<file path="config.mk">
export PLATFORM = sky130hd
export DESIGN_NAME = multi_cycle_control
export DESIGN_NICKNAME = d
export VERILOG_FILES = /design/src/rtl/ctl_pkg.sv /design/src/rtl/mc_out_decode.sv /design/src/rtl/multi_cycle_control.sv
export SDC_FILE = /design/constraint.sdc
export NUM_CORES = 1
export LEC_CHECK = 0
export CORE_MARGIN = 3
export CORE_UTILIZATION = 45
export DETAILED_ROUTE_END_ITERATION = 10
export MAX_ROUTING_LAYER = met4
export PLACE_DENSITY = 0.81
export SLEW_MARGIN = 10
export SYNTH_ARGS = -nofsm -noshare
export SYNTH_HDL_FRONTEND = slang
export SYNTH_SLANG_ARGS = --single-unit
</file>
<file path="constraint.sdc">
create_clock -name clk -period 5 [get_ports clk]
set_input_delay 1 -clock clk [delete_from_list [all_inputs] [get_ports clk]]
set_output_delay 1 -clock clk [all_outputs]
set_load 0.01 [all_outputs]
</file>
<file path="src/rtl/ctl_pkg.sv">
// Shared encodings for the multi-cycle control FSM: state codes, opcodes,
// datapath mux selects and the control word passed from decode to top.
package ctl_pkg;

  typedef enum logic [2:0] {
    ST_IF  = 3'd0,
    ST_ID  = 3'd1,
    ST_EXE = 3'd2,
    ST_MEM = 3'd3,
    ST_WB  = 3'd4,
    ST_ERR = 3'd7
  } state_t;

  localparam logic [5:0] OP_RTYPE = 6'b000000;
  localparam logic [5:0] OP_ORI   = 6'b001101;
  localparam logic [5:0] OP_LW    = 6'b100011;
  localparam logic [5:0] OP_SW    = 6'b101011;
  localparam logic [5:0] OP_BEQ   = 6'b000100;
  localparam logic [5:0] OP_J     = 6'b000010;

  localparam logic [2:0] ALU_ADD   = 3'b000;
  localparam logic [2:0] ALU_SUB   = 3'b001;
  localparam logic [2:0] ALU_OR    = 3'b010;
  localparam logic [2:0] ALU_RTYPE = 3'b100;

  localparam logic [1:0] SRCB_REGB  = 2'b00;
  localparam logic [1:0] SRCB_FOUR  = 2'b01;
  localparam logic [1:0] SRCB_IMM   = 2'b10;
  localparam logic [1:0] SRCB_IMMSH = 2'b11;

  localparam logic [1:0] PC_ALU    = 2'b00;
  localparam logic [1:0] PC_ALUOUT = 2'b01;
  localparam logic [1:0] PC_JUMP   = 2'b10;

  // Every datapath control produced by the per-state decode.
  typedef struct packed {
    logic       pcWrite;
    logic       irWrite;
    logic       iorD;
    logic       memRead;
    logic       memWrite;
    logic       memToReg;
    logic       regWrite;
    logic       regDst;
    logic       extop;
    logic       aluSrcA;
    logic [1:0] aluSrcB;
    logic [2:0] aluOp;
    logic [1:0] pcSrc;
    logic       branch;
    logic       jump;
    logic       instrDone;
  } ctrl_t;

  // True for the opcodes this controller knows how to sequence.
  function automatic logic isSupported(input logic [5:0] op);
    case (op)
      OP_RTYPE, OP_ORI, OP_LW, OP_SW, OP_BEQ, OP_J: return 1'b1;
      default: return 1'b0;
    endcase
  endfunction

endpackage

</file>
<file path="src/rtl/mc_out_decode.sv">
// Pure combinational decode from the current state (plus opcode) to the
// datapath control word. ID looks at the live opcode because opReg is only
// captured at the end of ID; later states use the captured opReg.
module mc_out_decode
  import ctl_pkg::*;
(
  input  state_t      i_state,
  input  logic [5:0]  i_op,
  input  logic [5:0]  i_opReg,
  input  logic        i_zero,
  input  logic        i_memReady,
  output ctrl_t       o_ctrl
);

  // Start from all-zero controls and raise only what the current state needs.
  always_comb begin
    o_ctrl = '0;
    case (i_state)
      ST_IF: begin
        o_ctrl.memRead = 1'b1;
        o_ctrl.aluSrcB = SRCB_FOUR;
        o_ctrl.aluOp   = ALU_ADD;
        o_ctrl.pcSrc   = PC_ALU;
        o_ctrl.pcWrite = i_memReady;
        o_ctrl.irWrite = i_memReady;
      end
      ST_ID: begin
        o_ctrl.aluSrcB = SRCB_IMMSH;
        o_ctrl.aluOp   = ALU_ADD;
        o_ctrl.extop   = 1'b1;
        if (i_op == OP_J) begin
          o_ctrl.jump      = 1'b1;
          o_ctrl.pcWrite   = 1'b1;
          o_ctrl.pcSrc     = PC_JUMP;
          o_ctrl.instrDone = 1'b1;
        end
      end
      ST_EXE: begin
        o_ctrl.aluSrcA = 1'b1;
        case (i_opReg)
          OP_RTYPE: begin
            o_ctrl.aluSrcB = SRCB_REGB;
            o_ctrl.aluOp   = ALU_RTYPE;
          end
          OP_ORI: begin
            o_ctrl.aluSrcB = SRCB_IMM;
            o_ctrl.aluOp   = ALU_OR;
            o_ctrl.extop   = 1'b0;
          end
          OP_LW, OP_SW: begin
            o_ctrl.aluSrcB = SRCB_IMM;
            o_ctrl.aluOp   = ALU_ADD;
            o_ctrl.extop   = 1'b1;
          end
          OP_BEQ: begin
            o_ctrl.aluSrcB   = SRCB_REGB;
            o_ctrl.aluOp     = ALU_SUB;
            o_ctrl.branch    = 1'b1;
            o_ctrl.pcSrc     = PC_ALUOUT;
            o_ctrl.pcWrite   = i_zero;
            o_ctrl.instrDone = 1'b1;
          end
          default: ;
        endcase
      end
      ST_MEM: begin
        o_ctrl.iorD      = 1'b1;
        o_ctrl.memRead   = (i_opReg == OP_LW);
        o_ctrl.memWrite  = (i_opReg == OP_SW);
        o_ctrl.instrDone = i_memReady && (i_opReg == OP_SW);
      end
      ST_WB: begin
        o_ctrl.regWrite  = 1'b1;
        o_ctrl.instrDone = 1'b1;
        o_ctrl.regDst    = (i_opReg == OP_RTYPE);
        o_ctrl.memToReg  = (i_opReg == OP_LW);
      end
      default: ;
    endcase
  end

endmodule

</file>
<file path="src/rtl/multi_cycle_control.sv">
// Multi-cycle CPU control: holds the state register, the captured opcode and
// the sticky illegal flag, computes the next state, and drives every datapath
// control from the per-state decode. All outputs are forced low during reset.
module multi_cycle_control
  import ctl_pkg::*;
(
  input  logic       clk,
  input  logic       reset,
  input  logic [5:0] OP,
  input  logic       zero,
  input  logic       memReady,
  output logic       pcWrite,
  output logic       irWrite,
  output logic       IorD,
  output logic       memRead,
  output logic       memWrite,
  output logic       memToReg,
  output logic       regWrite,
  output logic       regDst,
  output logic       extop,
  output logic       ALUsrcA,
  output logic [1:0] ALUsrcB,
  output logic [2:0] ALUop,
  output logic [1:0] pcSrc,
  output logic       branch,
  output logic       jump,
  output logic       instrDone,
  output logic       illegal
);

  state_t     r_state;
  state_t     w_nextState;
  logic [5:0] r_opReg;
  logic       r_illegal;
  ctrl_t      w_ctrl;
  ctrl_t      w_ctrlOut;

  // State register, opcode capture in ID, and the sticky illegal flag.
  always_ff @(posedge clk) begin
    if (reset) begin
      r_state   <= ST_IF;
      r_opReg   <= '0;
      r_illegal <= 1'b0;
    end else begin
      r_state <= w_nextState;
      if (r_state == ST_ID) begin
        r_opReg <= OP;
      end
      if (w_nextState == ST_ERR) begin
        r_illegal <= 1'b1;
      end
    end
  end

  // Next-state sequencing; memReady only matters while a memory access is pending.
  always_comb begin
    w_nextState = r_state;
    case (r_state)
      ST_IF: begin
        if (memReady) w_nextState = ST_ID;
      end
      ST_ID: begin
        if (OP == OP_J)            w_nextState = ST_IF;
        else if (!isSupported(OP)) w_nextState = ST_ERR;
        else                       w_nextState = ST_EXE;
      end
      ST_EXE: begin
        case (r_opReg)
          OP_RTYPE, OP_ORI: w_nextState = ST_WB;
          OP_LW, OP_SW:     w_nextState = ST_MEM;
          default:          w_nextState = ST_IF;
        endcase
      end
      ST_MEM: begin
        if (memReady) w_nextState = (r_opReg == OP_LW) ? ST_WB : ST_IF;
      end
      ST_WB:   w_nextState = ST_IF;
      ST_ERR:  w_nextState = ST_ERR;
      default: w_nextState = ST_IF;
    endcase
  end

  mc_out_decode uDecode (
    .i_state    (r_state),
    .i_op       (OP),
    .i_opReg    (r_opReg),
    .i_zero     (zero),
    .i_memReady (memReady),
    .o_ctrl     (w_ctrl)
  );

  assign w_ctrlOut = reset ? '0 : w_ctrl;

  assign pcWrite   = w_ctrlOut.pcWrite;
  assign irWrite   = w_ctrlOut.irWrite;
  assign IorD      = w_ctrlOut.iorD;
  assign memRead   = w_ctrlOut.memRead;
  assign memWrite  = w_ctrlOut.memWrite;
  assign memToReg  = w_ctrlOut.memToReg;
  assign regWrite  = w_ctrlOut.regWrite;
  assign regDst    = w_ctrlOut.regDst;
  assign extop     = w_ctrlOut.extop;
  assign ALUsrcA   = w_ctrlOut.aluSrcA;
  assign ALUsrcB   = w_ctrlOut.aluSrcB;
  assign ALUop     = w_ctrlOut.aluOp;
  assign pcSrc     = w_ctrlOut.pcSrc;
  assign branch    = w_ctrlOut.branch;
  assign jump      = w_ctrlOut.jump;
  assign instrDone = w_ctrlOut.instrDone;
  assign illegal   = r_illegal & ~reset;

endmodule

</file>
==> run summary <==
The flow ran to the end, and the final reports show no timing, DRC or antenna violations. The register-to-register setup slack is ~3.2 ns. The average cell area after synthesis is ~7.8 um^2. Setup repair after global routing left no endpoint under its margin. Dividing total power by cell area gives a power density of ~360 nW/um^2. The reg-to-reg critical path endpoint is r_illegal.

The tree is rooted in a clkbuf_4. Summing all multi-input logic gate instances after layout gives approximately 580 um^2. TritonCTS created 3 clock buffers. The register clock-pin slew on the reported worst setup and hold paths came out at 0.06 ns. The number of unique standard cell types used by synthesis came out at 40. The post-synthesis instance area came out at 835 um^2. The count of buffers added on input and output ports is 30.

The worst setup path is captured at a primary output. After clock tree synthesis, the flow added hold-fix buffers numbering 0. The met2 routing resource usage after global routing came out at between 30% and 40%. The total area inside the core boundary comes to 1630 um^2. The shortest clock period the worst path allows after layout is around 4 ns.

The CTS tree is done. Dividing the final minimum period by the clock period gives between 80% and 90%. The final layout net count is 145. For met3 alone, demand over resource in global routing was under 10%.

The die width is between 40 and 50 um. The number of optimization iterations in the first detailed-route pass came out at 4. The flop and latch count out of synthesis is 10. The via count of the first global-routing pass is roughly 850. Counting every instance in the synthesized netlist gives between 100 and 150. Following the worst setup path forward leads to its endpoint at pcWrite. Counting flops with a built-in enable in the synthesized netlist gives 0. The kind of launch point of the worst setup path is an input pin. The met1 usage is between 20% and 30%.

The final HPWL from detailed placement is approximately 1700 um. The most used flip-flop cell after synthesis is dfxtp_1. The number of hold violations in the final report is 0. The clock tree skew after final layout is approximately 0.0012 ns.

The buffers inserted during post-CTS setup optimization came out at 0. The number of nets handed over by synthesis was between 100 and 150. Cells with a size suffix above 1 make up between 10% and 20% of the layout. The starting utilization of the core area came out at between 50 and 60%. The critical path data required time is around 4 ns. The number of antenna violations at the first check in global routing is 0. The number of nets still failing antenna checks after routing came out at 0. The longest clock path from root to sink contains 2 buffers. The detailed router's first-iteration violation count is 14. Sorting the synthesized cells by area gives the leading types as dfxtp_1 24%, mux2i_1 7.2%, nor3_1 6.6%. Across the VDD grid, the largest voltage drop is roughly 0.00022 V. The fraction of registers with async set/reset came out at 0%. The routability congestion estimate came out at 0.849. The remaining max-slew budget at the tightest pin came out at between 60 and 70%.

The synthesis warning total came out at 0. The critical path starts at OP[0]. The layer with the highest usage is met2.

At the pin with the least slew margin, the transition time is 0.571 ns. The setup total negative slack came out at 0 ns. The largest net degree at the start of global routing is 19. The post-detailed-route wirelength per cell is between 10 and 15 um. The residual DRC count came out at 0. The all-layer global routing usage is roughly 19%.

The data arrival time at the worst-slack endpoint came out at approximately 3.1 ns. The overall die area came out at about 2400 um^2. The total length of routed wires is 2120 um. The via count came out at 912. Setup violations remaining at the end of the flow were counted as 0.

The synthesized design devotes to its leading area cell type 24.0% of total area. The area taken by flip-flops and latches came out at approximately 200 um^2. The antenna diode instance count is 0. The growth of design area from synthesis to finish came out at 39.1%. The top cell type by total area after synthesis is dfxtp_1. The type of the worst setup path is input pin to primary output.

The insertion delay of the later-clocked pin in the worst-skew pair came out at roughly 0.26 ns. CTS built an H-tree with a depth of 1. The wire length of the first global-routing pass is approximately 3700 um. The total leakage power is a little under 0.5 nW.

The largest fanout on the critical path is 5. The number of cells on the worst reg-to-reg path is 4. The startpoint identified for the worst register-to-register timing path is r_state[2]. The standard-cell row count came out at 14. In this run the count of I/O pins placed on the die edge is 31. The number of max-slew violations in the final report came to 0. The quantity of gates resized following cts came out at 0. The die is roughly 49 um tall. In this run the worst hold path is classified as flip-flop to flip-flop. Sequential cells were found to cover 24.0% of the synthesized design area. The fmax is about 250 MHz. The layout filler cell count is 155. The TritonCTS sink count is 10.

Summed over all layers, the global routing overflow is 0. The via density per instance is a little under 6. The tightest hold path in the finished design has a slack of roughly 0.58 ns. The number of max-capacitance violations reported is 0.
## layout make-up
| class | instances | area share [%] |
|---|---|---|
| inverters | 3 | 0.970 |
| clock buffers | 4 | 3.13 |
| well taps | 24 | 2.59 |
| multi-input cells | 86 | 49.6 |
| repair buffers | 31 | 26.5 |
| flip-flops and latches | 10 | 17.2 |
## state kept, by name, indices dropped and copies added (netlist names)
name / flops
r_opReg: 6
r_illegal: 1
r_state: 3
## Yosys cell counts, drive strengths merged, types with 4 or more instances
cell type,instances
a21oi,6
and3,6
buf,5
dfxtp,10
mux2i,6
nand2,4
nor2,14
nor3,12
nor4,4
## per-stage QoR
stage | util [%] | total power [W] | setup slack (ns) | instances | instance area (um^2)
finish | 71.3 | 0.000422 | 0.937 | 158 | 1160
detailed placement | 69.0 | 0.000352 | 0.937 | 154 | 1120
global route | 71.3 | 0.000456 | 0.791 | 158 | 1160
global placement | 69.0 | 0.000347 | 0.976 | 154 | 1120
CTS | 71.3 | 0.000423 | 0.938 | 158 | 1160
floorplan | - | 0.000292 | 2.00 | 107 | 835
## cell usage in the layout (no fill, tap or decap), drive strengths merged
cell type      Yosys  layout
a31oi              1       1
nand4              2       2
dfxtp             10      10
o31a               2       2
o211ai             1       1
buf                5       1
a21oi              6       6
inv                3       3
nor2b              2       2
nand2b             2       2
clkdlybuf4s50      0      30
nand4b             2       2
nand3              3       3
o21a               1       1
nor3b              3       3
or3b               1       1
mux2i              6       6
and3               6       6
nor4               4       4
o21ai              3       3
clkbuf             3       4
a2111oi            1       1
or3                2       2
a32o               1       1
nand2              4       4
nor2              14      14
o22ai              1       1
and2               2       2
nor3              12      12
a21o               3       3
o32ai              1       1
## cells by family (layout without fill, tap and decap cells)
group	Yosys count	count (layout)	share of synthesized area [%]
and+or+nand+nor	59	59	42.3
buffers and inverters	11	38	7.05
DFF	10	10	24.0
AOI/OAI and AO/OA	21	21	19.5
muxes	6	6	7.20
## where the power goes
part	leakage, nW	internal [W]	switching (W)
sequential	0.0817	0.0000993	0.0000478
clock	0.0210	0.0000442	0.0000273
combinational	0.390	0.000105	0.0000986
total	0.493	0.000249	0.000174
## routing by layer
layer  part of all wire (%)  routed length [um]
met5                      0                   0
met2                     47                1000
met4                    1.4                  29
met1                     45                 955
met3                    6.4                 135
## critical path, cell delays in order
cell,delay (ns)
clkdlybuf4s50_1,0.49
nor3_2,0.39
and3_1,0.22
o21ai_1,0.08
a2111oi_2,0.30
clkdlybuf4s50_1,0.59
## how the worst min path moves through the flow
stage                     startpoint    endpoint  slack (ns)  depth (start not counted)
after detailed placement  r_opReg[4]  r_opReg[4]        0.56                          2
after global routing      r_opReg[4]  r_opReg[4]        0.62                          2
final                     r_opReg[4]  r_opReg[4]        0.58                          2
after floorplan           r_opReg[4]  r_opReg[4]        0.53                          2
after CTS                 r_opReg[4]  r_opReg[4]        0.57                          2
after global placement    r_opReg[4]  r_opReg[4]        0.56                          2
No activity file was read; power rests on OpenSTA's default activity.
